===== src/rtl/pipe_pkg.sv =====
// Shared definitions for the instruction issue controller.
// Holds the opcode set, the instruction payload layout and the decode that
// says which source operands an opcode actually reads.
package pipe_pkg;

  localparam int unsigned REG_W    = 4;
  localparam int unsigned FUNC_W   = 4;
  localparam int unsigned ADDR_W   = 8;
  localparam int unsigned NUM_REGS = 16;

  typedef enum logic [FUNC_W-1:0] {
    FUNC_ADD = 4'd0,
    FUNC_SUB = 4'd1,
    FUNC_AND = 4'd2,
    FUNC_NOT = 4'd3,
    FUNC_LDB = 4'd4,
    FUNC_OR  = 4'd5,
    FUNC_XOR = 4'd6,
    FUNC_MUL = 4'd7,
    FUNC_SHL = 4'd8,
    FUNC_STB = 4'd9,
    FUNC_SHR = 4'd10,
    FUNC_SLA = 4'd11
  } func_e;

  // Highest legal opcode; anything above is dropped at the queue input.
  localparam logic [FUNC_W-1:0] FUNC_MAX = 4'd11;

  typedef struct packed {
    logic [REG_W-1:0]  rs1;
    logic [REG_W-1:0]  rs2;
    logic [REG_W-1:0]  rd;
    logic [FUNC_W-1:0] func;
    logic [ADDR_W-1:0] addr;
  } instr_t;

  typedef struct packed {
    logic rs1;
    logic rs2;
  } opnd_use_t;

  // Which source registers an opcode reads; unread operands are never hazards.
  function automatic opnd_use_t operand_use(input logic [FUNC_W-1:0] func);
    opnd_use_t u;
    u.rs1 = 1'b1;
    u.rs2 = 1'b1;
    case (func)
      FUNC_NOT, FUNC_SHL, FUNC_SHR, FUNC_SLA: u.rs2 = 1'b0;
      FUNC_LDB, FUNC_STB:                     u.rs1 = 1'b0;
      default: ;
    endcase
    return u;
  endfunction

endpackage


===== src/rtl/pipe_scoreboard.sv =====
// Per-register write-back scoreboard.
// Ports: clk_i/rst_i (sync, active-high); set_i/set_idx_i load WB_LAT into
// the counter of the register being written; q1_idx_i/q2_idx_i query two
// registers, busy1_o/busy2_o report a write still pending on them.
module pipe_scoreboard
  import pipe_pkg::*;
#(
  parameter int unsigned WB_LAT = 2
) (
  input  logic             clk_i,
  input  logic             rst_i,
  input  logic             set_i,
  input  logic [REG_W-1:0] set_idx_i,
  input  logic [REG_W-1:0] q1_idx_i,
  input  logic [REG_W-1:0] q2_idx_i,
  output logic             busy1_o,
  output logic             busy2_o
);

  localparam int unsigned CNT_W = (WB_LAT < 2) ? 1 : $clog2(WB_LAT + 1);

  logic [CNT_W-1:0] cnt_q [NUM_REGS];
  logic [CNT_W-1:0] cnt_d [NUM_REGS];

  // A new write reloads its counter; all other pending writes age by one.
  always_comb begin
    for (int i = 0; i < NUM_REGS; i++) begin
      cnt_d[i] = cnt_q[i];
      if (set_i && (set_idx_i == REG_W'(i))) begin
        cnt_d[i] = CNT_W'(WB_LAT);
      end else if (cnt_q[i] != '0) begin
        cnt_d[i] = cnt_q[i] - CNT_W'(1);
      end
    end
  end

  always_ff @(posedge clk_i) begin
    for (int i = 0; i < NUM_REGS; i++) begin
      if (rst_i) begin
        cnt_q[i] <= '0;
      end else begin
        cnt_q[i] <= cnt_d[i];
      end
    end
  end

  assign busy1_o = (cnt_q[q1_idx_i] != '0);
  assign busy2_o = (cnt_q[q2_idx_i] != '0);

endmodule


===== src/rtl/pipe_issue_ctrl.sv =====
// In-order instruction queue with RAW hazard interlock for a 4-stage pipe.
// Ports: clk/rst (sync, active-high); in_* offer an instruction, in_ready
// accepts it; flush empties the queue; iss_* present the head instruction
// to the pipe (zero when iss_valid is low); stall flags a hazard-blocked
// head; illegal_err pulses after an out-of-range opcode is dropped;
// occupancy is the number of queued entries.
module pipe_issue_ctrl
  import pipe_pkg::*;
#(
  parameter int unsigned DEPTH  = 4,
  parameter int unsigned WB_LAT = 2
) (
  input  logic                    clk,
  input  logic                    rst,
  input  logic                    in_valid,
  output logic                    in_ready,
  input  logic [REG_W-1:0]        in_rs1,
  input  logic [REG_W-1:0]        in_rs2,
  input  logic [REG_W-1:0]        in_rd,
  input  logic [FUNC_W-1:0]       in_func,
  input  logic [ADDR_W-1:0]       in_addr,
  input  logic                    flush,
  output logic                    iss_valid,
  output logic [REG_W-1:0]        iss_rs1,
  output logic [REG_W-1:0]        iss_rs2,
  output logic [REG_W-1:0]        iss_rd,
  output logic [FUNC_W-1:0]       iss_func,
  output logic [ADDR_W-1:0]       iss_addr,
  output logic                    illegal_err,
  output logic                    stall,
  output logic [$clog2(DEPTH):0]  occupancy
);

  localparam int unsigned PTR_W = $clog2(DEPTH);
  localparam int unsigned OCC_W = PTR_W + 1;

  instr_t           mem_q [DEPTH];
  logic [PTR_W-1:0] wr_ptr_q, wr_ptr_d;
  logic [PTR_W-1:0] rd_ptr_q, rd_ptr_d;
  logic [OCC_W-1:0] occ_q, occ_d;
  logic             illegal_q, illegal_d;

  instr_t    in_instr;
  instr_t    head;
  opnd_use_t head_use;
  logic      head_valid;
  logic      hazard;
  logic      accept;
  logic      accept_legal;
  logic      issue;
  logic      busy1, busy2;

  assign in_instr = '{rs1: in_rs1, rs2: in_rs2, rd: in_rd, func: in_func, addr: in_addr};

  // Input handshake; illegal opcodes are accepted but never stored.
  assign in_ready     = (occ_q < OCC_W'(DEPTH)) && !flush;
  assign accept       = in_valid && in_ready;
  assign accept_legal = accept && (in_func <= FUNC_MAX);
  assign illegal_d    = accept && (in_func > FUNC_MAX);

  // Head decode and RAW check against the scoreboard.
  assign head_valid = (occ_q != '0);
  assign head       = mem_q[rd_ptr_q];
  assign head_use   = operand_use(head.func);
  assign hazard     = (head_use.rs1 && busy1) || (head_use.rs2 && busy2);
  assign issue      = head_valid && !hazard && !flush;
  assign stall      = head_valid && hazard && !flush;

  pipe_scoreboard #(
    .WB_LAT (WB_LAT)
  ) u_scoreboard (
    .clk_i     (clk),
    .rst_i     (rst),
    .set_i     (issue),
    .set_idx_i (head.rd),
    .q1_idx_i  (head.rs1),
    .q2_idx_i  (head.rs2),
    .busy1_o   (busy1),
    .busy2_o   (busy2)
  );

  // Issue bus is zeroed whenever nothing is issued.
  always_comb begin
    iss_valid = issue;
    iss_rs1   = '0;
    iss_rs2   = '0;
    iss_rd    = '0;
    iss_func  = '0;
    iss_addr  = '0;
    if (issue) begin
      iss_rs1  = head.rs1;
      iss_rs2  = head.rs2;
      iss_rd   = head.rd;
      iss_func = head.func;
      iss_addr = head.addr;
    end
  end

  // Queue pointer and occupancy update; pointers wrap naturally at DEPTH.
  always_comb begin
    wr_ptr_d = wr_ptr_q;
    rd_ptr_d = rd_ptr_q;
    occ_d    = occ_q;
    if (flush) begin
      wr_ptr_d = '0;
      rd_ptr_d = '0;
      occ_d    = '0;
    end else begin
      if (accept_legal) begin
        wr_ptr_d = wr_ptr_q + PTR_W'(1);
        occ_d    = occ_d + OCC_W'(1);
      end
      if (issue) begin
        rd_ptr_d = rd_ptr_q + PTR_W'(1);
        occ_d    = occ_d - OCC_W'(1);
      end
    end
  end

  always_ff @(posedge clk) begin
    if (rst) begin
      wr_ptr_q  <= '0;
      rd_ptr_q  <= '0;
      occ_q     <= '0;
      illegal_q <= 1'b0;
    end else begin
      wr_ptr_q  <= wr_ptr_d;
      rd_ptr_q  <= rd_ptr_d;
      occ_q     <= occ_d;
      illegal_q <= illegal_d;
    end
  end

  // Payload storage needs no reset; occupancy gates every read.
  always_ff @(posedge clk) begin
    if (accept_legal) begin
      mem_q[wr_ptr_q] <= in_instr;
    end
  end

  assign illegal_err = illegal_q;
  assign occupancy   = occ_q;

endmodule


===== config.mk =====
export PLATFORM = sky130hd
export DESIGN_NAME = pipe_issue_ctrl
export DESIGN_NICKNAME = d
export VERILOG_FILES = /design/src/rtl/pipe_pkg.sv /design/src/rtl/pipe_scoreboard.sv /design/src/rtl/pipe_issue_ctrl.sv
export SDC_FILE = /design/constraint.sdc
export NUM_CORES = 1
export LEC_CHECK = 0
export BUFFER_PORTS_ARGS = -buffer_cell sky130_fd_sc_hd__buf_4
export CORE_MARGIN = 5
export CORE_UTILIZATION = 59
export CTS_CLUSTER_DIAMETER = 150
export DETAILED_ROUTE_END_ITERATION = 8
export PLACE_DENSITY = 0.81
export SLEW_MARGIN = 20
export SYNTH_ARGS = -nofsm -noshare
export SYNTH_HDL_FRONTEND = slang
export SYNTH_SLANG_ARGS = --single-unit

===== constraint.sdc =====
create_clock -name clk -period 4 [get_ports clk]
set_input_delay 0.8 -clock clk [delete_from_list [all_inputs] [get_ports clk]]
set_output_delay 0.8 -clock clk [all_outputs]
set_load 0.02 [all_outputs]

After elaboration in Yosys (flattened, before gate mapping) --
Memory sizes are Yosys's and may differ from the RTL's. A register that Yosys moved wholly into a read port is not among the register bits. Index checks and enable logic that the tools add are counted. Widths: inputs -> output; s select.
Storage, ports and cells: RAM bits 128, memories kept 2, latch bits 0, register bits after elaboration 8, input port bits 28, bits in read-only memories 0, logic and storage cells 183
Memories:
- mem_q | depth 4, width 24, read ports 1, clocked after Yosys merged registers in 1, write ports 1, RTL line pipe_issue_ctrl.sv:37 | instr_t mem_q [DEPTH];
- u_scoreboard.cnt_q | depth 16, width 2, read ports 18, clocked after Yosys merged registers in 0, write ports 16, RTL line pipe_scoreboard.sv:22 | logic [CNT_W-1:0] cnt_q [NUM_REGS];
Operators by class: magnitude comparators 3, muxes and demuxes 65, div/mod/pow operators 0, multiply operators 0, bitwise logic cells 16, add/sub/neg operators 20, reductions and logical operators 52, shifts and indexed selects 0, equality and inequality tests 21
Operator list (number):
- $mux 2 | 50
- $eq 4x4->1 const B | 12
- $reduce_bool 2->1 | 18
- $sub 2x1->2 const B | 16
- $logic_and 1x1->1 | 26
- $eq 4x3->1 const B | 5
- $mux 4 | 4
- $or 1x1->1 | 16
- $eq 4x2->1 const B | 3
- $mux 3 | 3
- $mux 8 | 1
- $mux 1 | 7
- $add 2x1->2 const B | 2
- $eq 4x1->1 const B | 1
- $gt 4x4->1 const B | 1
- $le 4x4->1 const B | 1
- $logic_not 4->1 | 1
- $reduce_or 2->1 | 2
- $reduce_or 4->1 | 1
- $add 3x1->3 const B | 1
- $lt 3x3->1 const B | 1
- $reduce_bool 3->1 | 1
- $sub 3x1->3 const B | 1
- $logic_not 1->1 | 2
- $logic_or 1x1->1 | 1

Logic depth before layout (Yosys ltp) --
Gate-level depths: netlist of run 1.
word-level depth 11, gate-level depth with buffers 11, depth with buffers taken out 8

Hierarchy --
Synthesis of run 1 repeated with hierarchy kept, for this count alone.
Second synthesis, totals: cell total of the unflattened synthesis 423, area, all modules 5883.1 um2
By module, submodules not included:
- pipe_issue_ctrl | cells an instance 254, instances 1, area each 4441.8 um2
- pipe_scoreboard | cells an instance 169, instances 1, area each 1441.4 um2

Worst setup path after synthesis of run 1 --
Ideal clock, no wire load.
path kind reg-to-output, start register (tool-made name), end output iss_func[0], stages on the path, launching flop included 9, slack 0.590 ns, data arrival time 2.610 ns, cell sequence dfxtp_1 buf_6 mux4_2 or4b_1 o21ai_1 nor4_2 or3_4 clkbuf_2 and3_1
RTL lines:
- end: declaration | RTL line pipe_issue_ctrl.sv:27 | output logic [FUNC_W-1:0] iss_func,

==> results.cfg, run 1 <==
[floorplanning]
rows = 37
initial_core_util_pct = 59.5
ioPinCount = 59
die_w_um = 111
die_area_sq_mm = 0.0124
die_y_um = 111
core_sq_mm = 0.0101

[cells_and_area]
area_growth_pct = 24.0
drive_above_1_share_pct = 35.6
insertedDiodeCount = 0
post-route-cell-area_sq_mm = 0.00749
nNetsFinal = 571
layout_common_cells = edfxtp_1 (96), buf_4 (89), nor2_1 (46)
final_common_cell = edfxtp_1
n_fill_cell = 561

[routing]
drt-vias-per-instance = 6.23
drt-total-wl_mm = 14.9
drt_iter0_drc = 588
ant_nets = 0
drc = 0
wl_per_cell_um = 21.8
num_vias = 4260
drt-pass1-iter-count = 6

[sta]
setup_viol = 5
slew_viol_final = 0
slew-limit-headroom_pct = 45.9
post-route-period-util_pct = 100
period_needed_ns = 4.02
timing.fmax_ghz = 0.249
worstMarginPinSlew_ns = 0.812
finalHoldViolCount = 0
fin_skew_ns = 0.00553
setup_slack_ns = -0.0169
hold_slack_ns = 0.454

[global_routing]
grt_pass1_vias = 4130
grt_pass1_wl_mm = 21.7
overflow = 0
antenna_found_initial = 0
grt_usage_pct = 22.9
grt_max_degree = 46

[worst_setup_path]
required_ns = 3.20
cp-start-kind = flip-flop
crit_path_max_incr_delay_ns = 0.60
cp_slowest_cell = mux4_2
worstPathCellList = buf_4, mux4_2, nor3_1, o32ai_2, o211ai_2, and3_1, buf_4, and3_1, buf_4
crit_fanout = 12
r2r_setup_slack_ns = 0.76
end_kind = primary output
worst_ep_arrival_time_ns = 3.22
r2r_cells = 9
critPathMostFrequentCell = buf_4
crit_buf_inv = 3
cp_top_family = simple AND/OR/NAND/NOR gates
critPathKind = reg2out

[pwr]
power_density_mw_per_mm2 = 439
leakage_nw = 2.66
totalPowerFinal_mw = 3.28
ir_drop_mv = 0.392

[synth]
async_flop_share_pct = 0
synth_ff_type = edfxtp_1
synth_edf_count = 96
yosysWarnings = 0
syn_nets = 483
ys_seq_area_share_pct = 61.7
avgSynthCellArea_sq_um = 13.5
ys_ff_latch = 138
synth.distinct_cells = 52
syn_inst = 448
synth_area_sq_mm = 0.00604

[clock_network]
htree_levels = 4
numCtsBuffers = 17
cts_tree = yes
clock_latency_ns = 0.53
clock-sinks = 138
clock_path_buffers = 2
ctsRootBufferMaster = clkbuf_8
postCtsHoldBufs = 0
path_clk_slew_ns = 0.06

[hold_path]
hold_end = u_scoreboard.cnt_q[14][0]$_SDFFE_PP0P_
min_from = u_scoreboard.cnt_q[14][1]$_SDFFE_PP0P_
holdPathStages = 2
min-delay-path-class = reg2reg

[placement]
place_ws_ns = 0.280
place_area_sq_mm = 0.00660
gp_routability_congestion = 0.894
dp_hpwl_mm = 8.45
io_buffers = 58

[status]
status = finished, violations left
violations = setup timing

[job]
drv_cap = 0
where the power goes:
part	switching (mW)	internal, mW
Sequential	0.00624	1.54
Combinational	0.112	0.0772
Clock	0.599	0.949
layer usage:
layer | wire [um] | up-vias | GRT usage [%] | share of wire, %
met5 | 0 | - | 0 | 0
met2 | 7550 | 227 | 38.6 | 51
met3 | 1070 | 51 | 4.69 | 7.2
met1 | 5690 | 2096 | 28.4 | 38
li1 | - | 1886 | - | -
met4 | 570 | 0 | 10.5 | 3.8
synth_stat cells, types with 3 or more instances:
master     instances  area share [%]
edfxtp_1          96              48
nor2_1            46             2.9
dfxtp_1           42              14
nand2_1           38             2.4
and3_1            28             2.9
mux4_2            23             8.6
nor3_1            21             1.7
clkbuf_1          12            0.75
a21oi_1           11            0.91
a21oi_2           11             1.6
o2bb2ai_1         11             1.6
mux2_2             8             1.5
ha_1               7             1.5
nand2b_1           7            0.73
buf_6              6             1.1
inv_1              6            0.37
or4_1              6            0.75
buf_2              5            0.41
mux2i_1            5            0.83
o22ai_1            5            0.52
and2_1             4            0.41
o21ai_0            4            0.33
or2_2              4            0.41
mux2_1             3            0.56
nor3b_1            3            0.37
stage by stage:
| step | utilization (%) | std cells | setup TNS [ns] |
|---|---|---|---|
| 2_1_floorplan | - | 448 | 0 |
| 3_3_place_gp | 65.1 | 631 | 0 |
| 3_5_place_dp | 65.1 | 631 | 0 |
| 4_1_cts | 71.6 | 669 | -0.00214 |
| 5_1_grt | 73.9 | 684 | -1.16 |
| 6_report | 73.9 | 684 | -0.0573 |
flip-flops by register name (all words and copies together) (netlist names), named ones only:
signal / flops
u_scoreboard.cnt_q: 32
occupancy: 3
illegal_err: 1
rd_ptr_q: 2
wr_ptr_q: 2
mem_q: 96
area by class of cell:
cell class,count,area [sq um],share of cell area (%)
Tap cell,136,170,2.27
Clock inverter,14,170,2.27
Clock buffer,17,414,5.53
Timing Repair Buffer,91,693,9.26
Sequential cell,138,3730,49.8
Multi-Input combinational cell,282,2290,30.6
Inverter,6,22.5,0.301
worst max path at each step:
stage / from / to / slack [ns] / cells past startpoint
after floorplan: flip-flop / iss_func[0] / 0.59 / 8
after global placement: flip-flop / iss_rs2[0] / 0.31 / 7
after detailed placement: flip-flop / iss_rs2[2] / 0.28 / 7
after CTS: flip-flop / iss_rs2[2] / -0.002 / 6
after global routing: flip-flop / iss_addr[5] / -0.08 / 9
final: flip-flop / iss_addr[7] / -0.02 / 9
cell families after synthesis:
| logic type | Yosys count | synth area share [%] |
|---|---|---|
| compound gates | 61 | 7.63 |
| xor+xnor | 2 | 0.290 |
| fa+ha+maj | 7 | 1.45 |
| buf+inv | 31 | 2.86 |
| flops | 138 | 61.7 |
| mux | 39 | 11.5 |
| simple gates | 170 | 14.6 |
worst register-to-register path, cell delays in order (launching register included):
cell       delay (ns)
dfxtp_4          0.43
mux4_2           0.61
clkbuf_2         0.21
nor3_1           0.31
a2111oi_2        0.13
nor4_4           0.32
nor3_4           0.16
buf_4            0.19
or4_1            0.46
a21oi_1          0.29
what timing repair did:
| action | in CTS | in global routing |
|---|---|---|
| pin swaps | 1 | 4 |
| buffers inserted | 7 | 13 |
| hold endpoints to repair | 0 | 0 |
| gates resized for setup | 4 | 22 |
| cloned | 0 | 3 |
| setup endpoints to repair | 26 | 23 |
Power figures use the tool's default switching activity.
==> inputs of run 2 (changes only) <==
Settings changed: SKIP_CTS_REPAIR_TIMING from default to 1.
==> results.cfg, run 2 (same netlist as run 1, synthesis figures left out) <==
[status]
status = finished, violations left
violations = setup timing

[global_routing]
use_met3_pct = 4.69
global_route.peak_usage_layer = met2
met2_usage_pct = 38.1
grt_pass1_vias = 4075
use_met1_pct = 27.9
overflow = 0
grt_usage_pct = 22.5
antenna_found_initial = 0
grt_max_degree = 46
grt_pass1_wl_mm = 21.3

[sta]
worstMarginPinSlew_ns = 0.799
hold_slack_ns = 0.456
slew-limit-headroom_pct = 46.8
setup_viol = 23
fin_skew_ns = 0.00604
slew_viol_final = 0
timing.fmax_ghz = 0.243
setup_slack_ns = -0.123
post-route-period-util_pct = 103
finalHoldViolCount = 0
period_needed_ns = 4.12
rsz0062_at_grt = yes

[floorplanning]
rows = 37
die_area_sq_mm = 0.0124
core_sq_mm = 0.0101
initial_core_util_pct = 59.5
die_w_um = 111
die_y_um = 111
ioPinCount = 59

[worst_setup_path]
required_ns = 3.20
r2r-end = u_scoreboard.cnt_q[13][0]$_SDFFE_PP0P_
cp-start-kind = flip-flop
crit_fanout = 12
r2r_setup_slack_ns = 0.67
end_kind = primary output
critPathKind = reg2out
worst_ep_arrival_time_ns = 3.32
r2r_cells = 9

[cells_and_area]
nNetsFinal = 569
layout_common_cells = edfxtp_1 (96), buf_4 (85), nor2_1 (46)
final_core_util_pct = 74.9
insertedDiodeCount = 0
area_growth_pct = 25.8
final_common_cell = edfxtp_1
regArea_sq_mm = 0.00373
largest_reg_flops = 96
n_fill_cell = 543
largest_register = mem_q
drive_above_1_share_pct = 37.2
multi_input_area_sq_mm = 0.00242
post-route-cell-area_sq_mm = 0.00760

[clock_network]
cts_tree = yes
clock_path_buffers = 2
clock_latency_ns = 0.53
path_clk_slew_ns = 0.06
clock-sinks = 138
ctsRootBufferMaster = clkbuf_8
htree_levels = 4
numCtsBuffers = 17

[routing]
drt_iter0_drc = 553
drt-pass1-iter-count = 5
num_vias = 4394
ant_nets = 0
drt-total-wl_mm = 15.9
wl_per_cell_um = 23.3
drc = 0
drt-vias-per-instance = 6.44

[hold_path]
hold_end = u_scoreboard.cnt_q[14][0]$_SDFFE_PP0P_
holdPathStages = 2
min_from = u_scoreboard.cnt_q[14][1]$_SDFFE_PP0P_
min-delay-path-class = reg2reg

[pwr]
pwr-share-seq_pct = 46.9
swShare_pct = 22.2
ir_drop_mv = 0.408
leakage_nw = 2.66
power_density_mw_per_mm2 = 434
p_sw_mw = 0.731
intPower_mw = 2.57
p_clk_share_pct = 47.2
comb_power_share_pct = 5.9

[placement]
io_buffers = 58
dp_hpwl_mm = 8.45
place_area_sq_mm = 0.00660
gp_routability_congestion = 0.894

[job]
drv_cap = 0
run 2: cell types whose count changed in the layout (fill, tap and decap cells not counted), moves of 2 or more:
cell,previous run,this run
and3_4,1,7
buf_4,89,85
and3_1,27,21
nand2b_4,0,2
nand2b_1,7,5
run 2: metal layers:
metal,up-vias,routed length (um)
li1,1893,-
met1,2130,5890
met3,79,1420
met5,-,0
met2,292,7850
met4,0,726
run 2: worst max-delay path by stage:
stage                    from          end  slack, ns  cells after the start
finish              flip-flop  iss_addr[6]      -0.12                      9
global route        flip-flop  iss_addr[2]      -0.21                      9
CTS                 flip-flop   iss_rs2[2]      -0.38                      6
detailed placement  flip-flop   iss_rs2[2]       0.28                      7
global placement    flip-flop   iss_rs2[0]       0.31                      7
floorplan           flip-flop  iss_func[0]       0.59                      8
run 2: layout make-up:
type | instances | area share [%]
repair buffers | 87 | 8.81
well taps | 136 | 2.24
clock inverters | 14 | 2.24
multi-input cells | 284 | 31.9
flip-flops and latches | 138 | 49.1
inverters | 6 | 0.296
clock buffers | 17 | 5.45
run 2: per-stage QoR:
stage / power, mW / TNS, ns / setup slack [ns] / instances
finish: 3.30 / -1.98 / -0.123 / 682
global route: 3.40 / -4.01 / -0.206 / 682
CTS: 3.26 / -8.60 / -0.376 / 662
detailed placement: 1.73 / 0 / 0.280 / 631
global placement: 1.73 / 0 / 0.308 / 631
floorplan: 1.67 / 0 / 0.590 / 448
run 2: power groups by stage:
stage,Sequential [mW],Combinational [mW],Clock [mW]
after floorplan,1.58,0.0964,0
after global placement,1.58,0.152,0
after detailed placement,1.58,0.157,0
after CTS,1.55,0.160,1.56
after global routing,1.55,0.208,1.64
final,1.55,0.196,1.56
run 2: worst max-delay path: stages (launching register included):
cell	delay [ns]
dfxtp_4	0.36
buf_12	0.13
mux4_2	0.59
nor3_1	0.52
o32ai_4	0.14
o211ai_2	0.27
and3_4	0.24
buf_4	0.19
and3_1	0.20
buf_4	0.15
==> inputs of run 3 (changes only) <==
Settings changed: CAP_MARGIN from default to 20, SKIP_LAST_GASP from default to 1.
==> results.cfg, run 3 (same netlist as run 1, synthesis figures left out) <==
[pwr]
intPower_mw = 2.57
pwr-share-seq_pct = 46.9
p_sw_mw = 0.730
swShare_pct = 22.1
leakage_nw = 2.66
comb_power_share_pct = 5.9
power_density_mw_per_mm2 = 435
p_clk_share_pct = 47.2
ir_drop_mv = 0.409
totalPowerFinal_mw = 3.30

[status]
violations = setup timing
status = finished, violations left

[cells_and_area]
regArea_sq_mm = 0.00373
area_growth_pct = 25.7
multi_input_area_sq_mm = 0.00241
nNetsFinal = 569
post-route-cell-area_sq_mm = 0.00759
insertedDiodeCount = 0
n_fill_cell = 539
largest_reg_flops = 96
drive_above_1_share_pct = 36.6
largest_register = mem_q
final_common_cell = edfxtp_1
layout_common_cells = edfxtp_1 (96), buf_4 (85), nor2_1 (46)

[worst_setup_path]
cp_top_family = simple AND/OR/NAND/NOR gates
worstPathCellList = buf_12, mux4_2, nor3_1, o32ai_4, o211ai_2, and3_4, buf_4, and3_1, buf_4
worst_ep_arrival_time_ns = 3.28
critPathMostFrequentCell = buf_4
crit_fanout = 12
crit_path_max_incr_delay_ns = 0.59
r2r_cells = 10
cp_slowest_cell = mux4_2
crit_buf_inv = 3
r2r_setup_slack_ns = 0.69
critPathKind = reg2out
required_ns = 3.20
cp-start-kind = flip-flop
end_kind = primary output

[clock_network]
numCtsBuffers = 17
clock_path_buffers = 2
path_clk_slew_ns = 0.06
clock_latency_ns = 0.52
clock-sinks = 138
ctsRootBufferMaster = clkbuf_8
htree_levels = 4
cts_tree = yes

[global_routing]
antenna_found_initial = 0
grt_max_degree = 46
overflow = 0
grt_usage_pct = 22.5
grt_pass1_wl_mm = 21.3
grt_pass1_vias = 4075

[routing]
drc = 0
drt_iter0_drc = 572
num_vias = 4429
drt-pass1-iter-count = 5
wl_per_cell_um = 23.0
drt-total-wl_mm = 15.7
drt-vias-per-instance = 6.49
ant_nets = 0

[floorplanning]
core_sq_mm = 0.0101
die_area_sq_mm = 0.0124
die_w_um = 111
rows = 37
initial_core_util_pct = 59.5
ioPinCount = 59
die_y_um = 111

[sta]
setup_viol = 19
period_needed_ns = 4.08
post-route-period-util_pct = 102
fin_setup_tns_ns = -0.786
slew-limit-headroom_pct = 45.3
hold_slack_ns = 0.452
worstMarginPinSlew_ns = 0.821
slew_viol_final = 0
setup_slack_ns = -0.0762
finalHoldViolCount = 0
fin_skew_ns = 0.00491
timing.fmax_ghz = 0.245
rsz0062_at_grt = yes

[hold_path]
min_from = u_scoreboard.cnt_q[14][1]$_SDFFE_PP0P_
hold_end = u_scoreboard.cnt_q[14][0]$_SDFFE_PP0P_
min-delay-path-class = reg2reg
holdPathStages = 2

[placement]
io_buffers = 58
place_ws_ns = 0.280
gp_routability_congestion = 0.894
dp_hpwl_mm = 8.45
place_area_sq_mm = 0.00660

[job]
drv_cap = 0
## run 3: cell count changes in the layout (fill, tap and decap cells not counted)
cell and change:
mux4_2 -1, nand2b_1 +1, a31oi_1 +1, mux4_1 +1, nand2b_4 -1, a31oi_2 -1
## run 3: per-layer routing
layer | share of wire (%) | track usage [%] | up-vias
met3 | 8.4 | 4.69 | 80
met2 | 49 | 38.1 | 287
met4 | 4.8 | 10.4 | 0
met1 | 38 | 27.9 | 2170
met5 | 0 | 0 | -
li1 | - | - | 1892
## run 3: how the worst max path moves through the flow
stage / endpoint / cells past startpoint
4_1_cts: iss_rs2[2] / 6
2_1_floorplan: iss_func[0] / 8
3_3_place_gp: iss_rs2[0] / 7
6_report: iss_addr[6] / 9
5_1_grt: iss_addr[2] / 9
3_5_place_dp: iss_rs2[2] / 7
## run 3: worst min-delay path, stage by stage (launching register included)
cell and delay [ns]:
dfxtp_1 0.32, nand2_1 0.07, a21oi_2 0.03
## run 3: cell type report
cell class / count / area share [%]
clock buffer: 17 / 5.46
tap: 136 / 2.24
sequential: 138 / 49.2
clock inverter: 14 / 2.24
timing repair buffer: 87 / 8.82
multi-input combinational: 284 / 31.8
inverter: 6 / 0.297
## run 3: power by group through the flow
stage	Sequential (mW)	Clock, mW	Combinational (mW)
3_3_place_gp	1.58	0	0.152
3_5_place_dp	1.58	0	0.157
2_1_floorplan	1.58	0	0.0964
5_1_grt	1.55	1.64	0.205
6_report	1.55	1.56	0.194
4_1_cts	1.55	1.56	0.160
## run 3: metrics by stage
| step | cells | util [%] |
|---|---|---|
| after floorplan | 448 | - |
| after global placement | 631 | 65.1 |
| after detailed placement | 631 | 65.1 |
| after CTS | 662 | 70.9 |
| after global routing | 682 | 74.8 |
| final | 682 | 74.8 |
